--- src/rtl/ins_encoder_if.sv ---
// ins_encoder_if: request and encoded-word stream bundle.
// master drives requests and ins_ready; slave is the encoder.
interface ins_encoder_if;
  logic        req_valid;
  logic        req_ready;
  logic [3:0]  req_kind;
  logic [2:0]  req_funct3;
  logic        req_alt;
  logic [4:0]  req_rd;
  logic [4:0]  req_rs1;
  logic [4:0]  req_rs2;
  logic [31:0] req_imm;
  logic        ins_valid;
  logic        ins_ready;
  logic [31:0] ins;
  logic        ins_last;
  logic        err;

  modport master (
    output req_valid, req_kind, req_funct3, req_alt,
    output req_rd, req_rs1, req_rs2, req_imm,
    output ins_ready,
    input  req_ready, ins_valid, ins, ins_last, err
  );

  modport slave (
    input  req_valid, req_kind, req_funct3, req_alt,
    input  req_rd, req_rs1, req_rs2, req_imm,
    input  ins_ready,
    output req_ready, ins_valid, ins, ins_last, err
  );
endinterface

--- src/rtl/ins_encoder.sv ---
// ins_encoder: field requests -> RV32I words, LI expansion.
// Ports: clk, rst (sync high), bus (slave: req in, ins out, err).
module ins_encoder (
  input logic clk,
  input logic rst,
  ins_encoder_if.slave bus
);

  typedef enum logic [1:0] {
    IDLE,
    HOLD,
    HOLD_HI
  } state_t;

  state_t      state;
  state_t      state_nx;
  logic [31:0] ins_q;
  logic [31:0] lo_q;
  logic        last_q;
  logic        err_q;

  logic        accept;
  logic        bad;
  logic        two;
  logic [31:0] w0;
  logic [31:0] w1;

  logic [31:0] imm;
  logic [2:0]  f3;
  logic [4:0]  rd;
  logic [4:0]  rs1;
  logic [4:0]  rs2;
  logic [6:0]  f7;
  logic        sx12;
  logic        sx13;
  logic        sx21;
  logic        shift;
  logic [19:0] li_hi;

  logic k_op, k_opi, k_ld, k_st, k_br, k_lui;
  logic k_aui, k_jal, k_jalr, k_fen, k_sys, k_li;

  assign imm   = bus.req_imm;
  assign f3    = bus.req_funct3;
  assign rd    = bus.req_rd;
  assign rs1   = bus.req_rs1;
  assign rs2   = bus.req_rs2;
  assign f7    = bus.req_alt ? 7'h20 : 7'h00;
  assign sx12  = (&imm[31:11]) | ~(|imm[31:11]);
  assign sx13  = (&imm[31:12]) | ~(|imm[31:12]);
  assign sx21  = (&imm[31:20]) | ~(|imm[31:20]);
  assign shift = (f3 == 3'd1) || (f3 == 3'd5);
  // (imm + 0x800)[31:12]: round up when the low part is negative
  assign li_hi = imm[31:12] + {19'd0, imm[11]};

  assign k_op   = bus.req_kind == 4'd0;
  assign k_opi  = bus.req_kind == 4'd1;
  assign k_ld   = bus.req_kind == 4'd2;
  assign k_st   = bus.req_kind == 4'd3;
  assign k_br   = bus.req_kind == 4'd4;
  assign k_lui  = bus.req_kind == 4'd5;
  assign k_aui  = bus.req_kind == 4'd6;
  assign k_jal  = bus.req_kind == 4'd7;
  assign k_jalr = bus.req_kind == 4'd8;
  assign k_fen  = bus.req_kind == 4'd9;
  assign k_sys  = bus.req_kind == 4'd10;
  assign k_li   = bus.req_kind == 4'd11;

  always_comb begin
    bad = 1'b0;
    two = 1'b0;
    w0  = 32'd0;
    w1  = {imm[11:0], rd, 3'd0, rd, 7'h13};
    unique case (1'b1)
      k_op: begin
        bad = bus.req_alt && f3 != 3'd0 && f3 != 3'd5;
        w0  = {f7, rs2, rs1, f3, rd, 7'h33};
      end
      k_opi: begin
        bad = (bus.req_alt && f3 != 3'd5)
            || (shift ? |imm[31:5] : !sx12);
        w0  = shift ? {f7, imm[4:0], rs1, f3, rd, 7'h13}
                    : {imm[11:0], rs1, f3, rd, 7'h13};
      end
      k_ld: begin
        bad = !sx12 || f3 == 3'd3 || f3[2:1] == 2'b11;
        w0  = {imm[11:0], rs1, f3, rd, 7'h03};
      end
      k_st: begin
        bad = !sx12 || f3 > 3'd2;
        w0  = {imm[11:5], rs2, rs1, f3, imm[4:0], 7'h23};
      end
      k_br: begin
        bad = !sx13 || imm[0] || f3[2:1] == 2'b01;
        w0  = {imm[12], imm[10:5], rs2, rs1, f3,
               imm[4:1], imm[11], 7'h63};
      end
      k_lui: begin
        bad = |imm[11:0];
        w0  = {imm[31:12], rd, 7'h37};
      end
      k_aui: begin
        bad = |imm[11:0];
        w0  = {imm[31:12], rd, 7'h17};
      end
      k_jal: begin
        bad = !sx21 || imm[0];
        w0  = {imm[20], imm[10:1], imm[11],
               imm[19:12], rd, 7'h6f};
      end
      k_jalr: begin
        bad = !sx12;
        w0  = {imm[11:0], rs1, 3'd0, rd, 7'h67};
      end
      k_fen: w0 = 32'h0ff0000f;
      k_sys: w0 = imm[0] ? 32'h00100073 : 32'h00000073;
      k_li: begin
        if (sx12) begin
          w0 = {imm[11:0], 5'd0, 3'd0, rd, 7'h13};
        end else begin
          w0  = {li_hi, rd, 7'h37};
          two = |imm[11:0];
        end
      end
      default: bad = 1'b1;
    endcase
  end

  assign accept = bus.req_valid && bus.req_ready;

  always_ff @(posedge clk) begin
    if (rst) state <= IDLE;
    else     state <= state_nx;
  end

  always_comb begin
    state_nx = state;
    if (accept && !bad) begin
      state_nx = two ? HOLD_HI : HOLD;
    end else begin
      unique case (state)
        IDLE:    state_nx = IDLE;
        HOLD:    if (bus.ins_ready) state_nx = IDLE;
        HOLD_HI: if (bus.ins_ready) state_nx = HOLD;
        default: state_nx = IDLE;
      endcase
    end
  end

  always_comb begin
    bus.req_ready = 1'b0;
    bus.ins_valid = 1'b0;
    unique case (state)
      IDLE: bus.req_ready = 1'b1;
      HOLD: begin
        bus.ins_valid = 1'b1;
        bus.req_ready = bus.ins_ready;
      end
      HOLD_HI: bus.ins_valid = 1'b1;
      default: ;
    endcase
  end

  always_ff @(posedge clk) begin
    if (rst) begin
      ins_q  <= 32'd0;
      lo_q   <= 32'd0;
      last_q <= 1'b0;
      err_q  <= 1'b0;
    end else begin
      err_q <= accept && bad;
      if (accept && !bad) begin
        ins_q  <= w0;
        lo_q   <= w1;
        last_q <= !two;
      end else if (state == HOLD_HI && bus.ins_ready) begin
        ins_q  <= lo_q;
        last_q <= 1'b1;
      end
    end
  end

  assign bus.ins      = ins_q;
  assign bus.ins_last = last_q;
  assign bus.err      = err_q;

endmodule

--- src/flat_wrapper.sv ---
// flat-port wrapper written by rule: the top's interface ports become plain ports
module ins_encoder_flat 
  (clk, rst, bus_req_valid, bus_req_kind, bus_req_funct3, bus_req_alt, bus_req_rd, bus_req_rs1, bus_req_rs2, bus_req_imm, bus_ins_ready, bus_req_ready, bus_ins_valid, bus_ins, bus_ins_last, bus_err);
  ins_encoder_if bus_i ();
  input logic clk;
  input logic rst;
  input wire logic [$bits(bus_i.req_valid)-1:0] bus_req_valid;
  input wire logic [$bits(bus_i.req_kind)-1:0] bus_req_kind;
  input wire logic [$bits(bus_i.req_funct3)-1:0] bus_req_funct3;
  input wire logic [$bits(bus_i.req_alt)-1:0] bus_req_alt;
  input wire logic [$bits(bus_i.req_rd)-1:0] bus_req_rd;
  input wire logic [$bits(bus_i.req_rs1)-1:0] bus_req_rs1;
  input wire logic [$bits(bus_i.req_rs2)-1:0] bus_req_rs2;
  input wire logic [$bits(bus_i.req_imm)-1:0] bus_req_imm;
  input wire logic [$bits(bus_i.ins_ready)-1:0] bus_ins_ready;
  output wire logic [$bits(bus_i.req_ready)-1:0] bus_req_ready;
  output wire logic [$bits(bus_i.ins_valid)-1:0] bus_ins_valid;
  output wire logic [$bits(bus_i.ins)-1:0] bus_ins;
  output wire logic [$bits(bus_i.ins_last)-1:0] bus_ins_last;
  output wire logic [$bits(bus_i.err)-1:0] bus_err;
  assign bus_i.req_valid = bus_req_valid;
  assign bus_i.req_kind = bus_req_kind;
  assign bus_i.req_funct3 = bus_req_funct3;
  assign bus_i.req_alt = bus_req_alt;
  assign bus_i.req_rd = bus_req_rd;
  assign bus_i.req_rs1 = bus_req_rs1;
  assign bus_i.req_rs2 = bus_req_rs2;
  assign bus_i.req_imm = bus_req_imm;
  assign bus_i.ins_ready = bus_ins_ready;
  assign bus_req_ready = bus_i.req_ready;
  assign bus_ins_valid = bus_i.ins_valid;
  assign bus_ins = bus_i.ins;
  assign bus_ins_last = bus_i.ins_last;
  assign bus_err = bus_i.err;
  ins_encoder u_core (.clk(clk), .rst(rst), .bus(bus_i));
endmodule
--- config.mk ---
export PLATFORM = sky130hd
export DESIGN_NAME = ins_encoder_flat
export DESIGN_NICKNAME = d
export VERILOG_FILES = /design/src/rtl/ins_encoder_if.sv /design/src/rtl/ins_encoder.sv /design/src/flat_wrapper.sv
export SDC_FILE = /design/constraint.sdc
export NUM_CORES = 1
export LEC_CHECK = 0
export BUFFER_PORTS_ARGS = -buffer_cell sky130_fd_sc_hd__buf_2
export CORE_ASPECT_RATIO = 0.8
export CORE_MARGIN = 5
export CORE_UTILIZATION = 50
export DETAILED_ROUTE_END_ITERATION = 8
export PLACE_DENSITY = 0.78
export SETUP_SLACK_MARGIN = 0.3
export SYNTH_ARGS = -nofsm -noshare
export SYNTH_HDL_FRONTEND = slang
export SYNTH_SLANG_ARGS = --single-unit
--- constraint.sdc ---
create_clock -name clk -period 4.43 [get_ports clk]
set_input_delay 0.6645 -clock clk [delete_from_list [all_inputs] [get_ports clk]]
set_output_delay 0.6645 -clock clk [all_outputs]
set_load 0.01 [all_outputs]
Word-level counts from Yosys, hierarchy flattened
Cells that the tools add are included.
Storage, ports and cells
  bits in registers: 61
  word-level logic and storage cells: 90
  output and inout port bits: 36
  bits of input ports: 59
Operators by class
  multiplexer cells: 20
  order comparisons: 1
  add/sub/neg operators: 1
  reductions and logical operators: 36
  equal/unequal tests: 21
  bitwise gates (word level): 6
Operators with widths (number)
  $pmux 32 s12: 1
  $mux 32: 4
  $reduce_or 27->1: 1
  $reduce_or 12->1: 2
  $mux 21: 1
  $reduce_and 21->1: 1
  $reduce_or 21->1: 1
  $add 20x1->20: 1
  $reduce_and 20->1: 1
  $reduce_or 20->1: 1
  $eq 4x3->1 const B: 4
  $eq 4x4->1 const B: 4
  $reduce_and 12->1: 1
  $pmux 1 s9: 1
  $eq 4x2->1 const B: 2
  $logic_or 1x1->1: 8
  $mux 2: 4
  $logic_and 1x1->1: 7
  $mux 1: 6
  $mux 6: 1
  $ne 3x2->1 const B: 2
  $logic_not 1->1: 5
  $eq 2x1->1 const B: 2
  $eq 2x2->1 const B: 2
  other kinds (17): 22

Longest topological paths before layout
  depth in word-level cells: 11
  depth in mapped cells: 11
  mapped depth without buffers: 9

Worst setup path after synthesis
Ideal clock, no wire load.
  kind: input to register
  start point: input bus_req_imm[20]
  end point: register u_core.last_q, in the netlist u_core.bus.ins_last
  setup slack: 1.596 ns
  library setup time: 0.122 ns
  path buffers: 4
  cell stages on the path: 10
  data required time: 4.308 ns
  data arrival time: 2.713 ns
  path through: buf_2 nor4_1 and3_1 clkbuf_1 a32o_1 or4_4 and3_1 buf_6 buf_6 o311a_1
On the way
  word-level cells in the longest chain between the ends: 10
  elaborated cells on any way between the ends: 32
  classes of those cells: mux: 5; bitwise: 6; reduce/logical: 21
RTL lines
  start: declaration: RTL line flat_wrapper.sv:14  | input wire logic [$bits(bus_i.req_imm)-1:0] bus_req_imm;
  $reduce_or 21->1 / $reduce_or 20->1 (equally long branches): RTL line ins_encoder.sv:49, ins_encoder.sv:50
  $not 1->1 (on tied branches): RTL line ins_encoder.sv:49, ins_encoder.sv:50
  $or 1x1->1 (on tied branches): RTL line ins_encoder.sv:49, ins_encoder.sv:50
  $logic_not 1->1 (on tied branches)
  $mux 1, or another cell as far along: RTL line ins_encoder.sv:81  | || (shift ? |imm[31:5] : !sx12);
  $logic_or 1x1->1 (on tied branches): RTL line ins_encoder.sv:81, ins_encoder.sv:86, ins_encoder.sv:94
  $pmux 1 s9: RTL line ins_encoder.sv:74  | unique case (1'b1)
  $logic_not 1->1: RTL line ins_encoder.sv:172  | if (accept && !bad) begin
  $logic_and 1x1->1: RTL line ins_encoder.sv:172
  $mux 1 / $reduce_bool 2->1 (equally long branches)
  end signal: assignment: RTL line ins_encoder.sv:175  | last_q <= !two;
  end: declaration: RTL line ins_encoder.sv:19  | logic last_q;
Parallel ways exist; a longest one is shown, timed or not.
A chain may end at the register's enable or synchronous reset.

Final worst setup path
  start point: input bus_req_imm[16]
  end point: register u_core.ins_q[29], in the netlist u_core.bus.ins[29]
On the way
  word-level cells in the longest chain between the ends: 10
  elaborated cells on any way between the ends: 26
  classes of those cells: add/sub: 1; mux: 5; bitwise: 4; reduce/logical: 16
RTL lines
  parallel branches: the longest is 10 deep, another holds $add 20x1->20
  end signal: assignment: RTL line ins_encoder.sv:173  | ins_q <= w0;
  end signal: assignment: RTL line ins_encoder.sv:177  | ins_q <= lo_q;
  end: declaration: RTL line ins_encoder.sv:17  | logic [31:0] ins_q;
Several ways; the timed one is not identified.

==> run metrics <==
critical path startpoint bus_req_imm[16]; design area 0.00434 mm²; area delta synth->final 15.0%; DRT iter0 DRCs 475; Clock Tree Root clkbuf_8; initial antenna violation count 0; iteration count of the initial detailed-routing pass 8; Slew headroom 24.2%; worst min-delay path startpoint u_core.lo_q[18]; Pwr Density 273 mW/mm²; top cell type's share of synthesized area 28.1%; Crit Reg-Reg Startpoint u_core.state[0]; post-DP HPWL 10.1 mm; Reg2Reg Setup Slack 1.88 ns; routed via count 4374; WL final 13.7 mm; final hold vios 0; Worst Reg-to-Reg Cells 6; xor-xnor portion of the synthesized cell area 1.62%; ratio of cells with drive above 1 in the final layout 22.0%; post-place setup slack 0.883 ns; Crit Path Max Fanout 24; Final Util 58.7%; Adder-Cell Fraction of Synth Area 1.99%; Synth Area in Compound Gates 32.4%; top cells by area, synth dfxtp_1 (28%), a21oi_1 (7.6%), nand2_1 (7.0%); Vias/cell 6.46; n_diodes 0; post-synthesis sequential area ratio 28.1%; syn nets 571; Post-synth EDFFs 0; arrival time worst endpoint 3.44 ns; die area 0.00940 mm²; DRC viols 0; Primary FF master, synth dfxtp_1; CP Launch Type input port; grt ovf 0; Slew @ Worst Pin 1.13 ns; Async S/R FF share, synth 0%; Static Leak 1.74 nW; post-CTS sizing 0; Longest Clk Path Bufs 2; count of cell types in the netlist 57; outcome finished clean; Core Area 0.00739 mm²; clock slew at reported path FFs 0.10 ns; Slew Viols, Final 0; Placement Cell Area 0.00422 mm²; PortBufs 94; Final WS setup 1.14 ns; multi-input logic area 0.00246 mm²; worst hold path depth 2; largest family of logic cells by synthesized area compound AO/OA/AOI/OAI gates; Post-Syn Instances 506; VDD IR max 0.000217 V; worst-case clock skew 0.00667 ns; Die Y 87.7 µm; vias in the first global route 3828; drt wl/cell 20.2 µm; flops & latches, synth 53; routability congestion estimate 1.05; Total GRT Usage 27.9%; Non-Filler Instances 677; Final ANT Viol Nets 0; clk sinks 53; post-CTS setup buffer count 0; Final #Nets 636; largest net degree at the start of global routing 53; # hold bufs at CTS 0; Post-Syn Area 0.00377 mm²; Crit path required time 4.57 ns; Setup crit end kind flop; crit path time final 3.29 ns; CTS tree yes; Max Freq 0.304 GHz; Synth area leader dfxtp_1; CTS H-tree lvls 2; Die Span X 107 µm; max-cap violations 0; RSZ-0062 raised after global routing no; # setup viols final 0; setup TNS 0 ns; fin crit share 74.3%; DP Cell Count 669; first-pass GRT wire length 20.9 mm; CTS Buf Count 5; mux share of post-synthesis cell area 3.45%; mean area per synthesized cell 7.46 µm²; number of fill cells 738; FP Rows 28; Clk Latency, worst-skew pair 0.30 ns; Sequential Area 0.00106 mm²; Worst Hold Class flop to flop; Synthesis Warnings 0; Initial Utilization 51.1%; Crit Path Category input port to flop; I/O pin total 95; simple-gate share of the synthesized area 25.7%
## path summary, 6_finish.rpt
path                                      endpoint
worst min-delay path               u_core.lo_q[18]
worst max-delay path            u_core.bus.ins[29]
worst max register to register  u_core.bus.ins[24]
worst min register to register     u_core.lo_q[18]
## cell families (layout without fill, tap and decap cells)
family                   after synthesis  in the layout
buffers and inverters                 55            121
AO/OA/AOI/OAI                        179            179
adder cells (fa/ha/maj)                6              6
multiplexers                          12             12
XOR/XNOR                               7              7
flip-flops                            53             53
AND/OR/NAND/NOR                      194            194
## cell usage after synthesis, types with 10 or more instances
cell type	n
nand3_1	20
nor2_1	30
a21o_1	10
a211oi_1	30
clkbuf_1	25
inv_1	12
o21ai_0	24
a221oi_1	12
dfxtp_1	53
nor3_1	16
nand2_1	70
and3_1	14
a21oi_1	57
## stage by stage
stage,hold slack [ns],power (mW)
after floorplan,0.432,0.721
after global placement,0.440,0.830
after detailed placement,0.445,0.837
after CTS,0.458,1.18
after global routing,0.482,1.23
final,0.458,1.18
## flip-flops by register name, summed over array words and instances (netlist names)
register	flops
u_core.bus.err	1
u_core.state	2
u_core.lo_q	18
u_core.bus.ins_last	1
u_core.bus.ins	31
## layout make-up
type / count / share of cell area (%)
Multi-Input combinational cell: 398 / 56.7
Sequential cell: 53 / 24.4
Timing Repair Buffer: 101 / 12.0
Tap cell: 105 / 3.03
Clock buffer: 6 / 1.90
Inverter: 12 / 1.04
Clock inverter: 2 / 0.865
## where the power goes
part | switching [mW] | internal (mW) | leakage [nW]
Combinational | 0.194 | 0.116 | 1.25
Sequential | 0.0173 | 0.508 | 0.433
Clock | 0.165 | 0.184 | 0.0574
Total | 0.376 | 0.808 | 1.74
## per-layer routing
metal	share of wire [%]	routed length [µm]	global-route usage [%]	vias to the layer above
met5	0	0	0	-
met4	1.3	174	3.25	0
met3	10	1430	5.82	16
met2	45	6190	45.1	267
met1	43	5870	39.7	2051
li1	-	-	-	2040
## critical path, stage by stage
cell and delay (ns):
buf_2 0.14, or4_4 0.55, nor4_4 0.36, nand4_1 0.22, a311oi_2 0.31, nand3_2 0.46
a2111oi_0 0.61, a311oi_1 0.10
## cell usage in the layout, fill, tap and decap left out, drive strengths merged, types with 6 or more instances in the layout
master and n:
buf 101, nand2 70, a21oi 57, dfxtp 53, nor2 30, a211oi 30, o21ai 24, nand3 21
nor3 16, and3 14, inv 12, a221oi 12, a21o 10, a311oi 10, nor4 10, nand4 8
mux2 8, ha 6, clkbuf 6
Note: power is estimated with default switching activity, not from simulation.
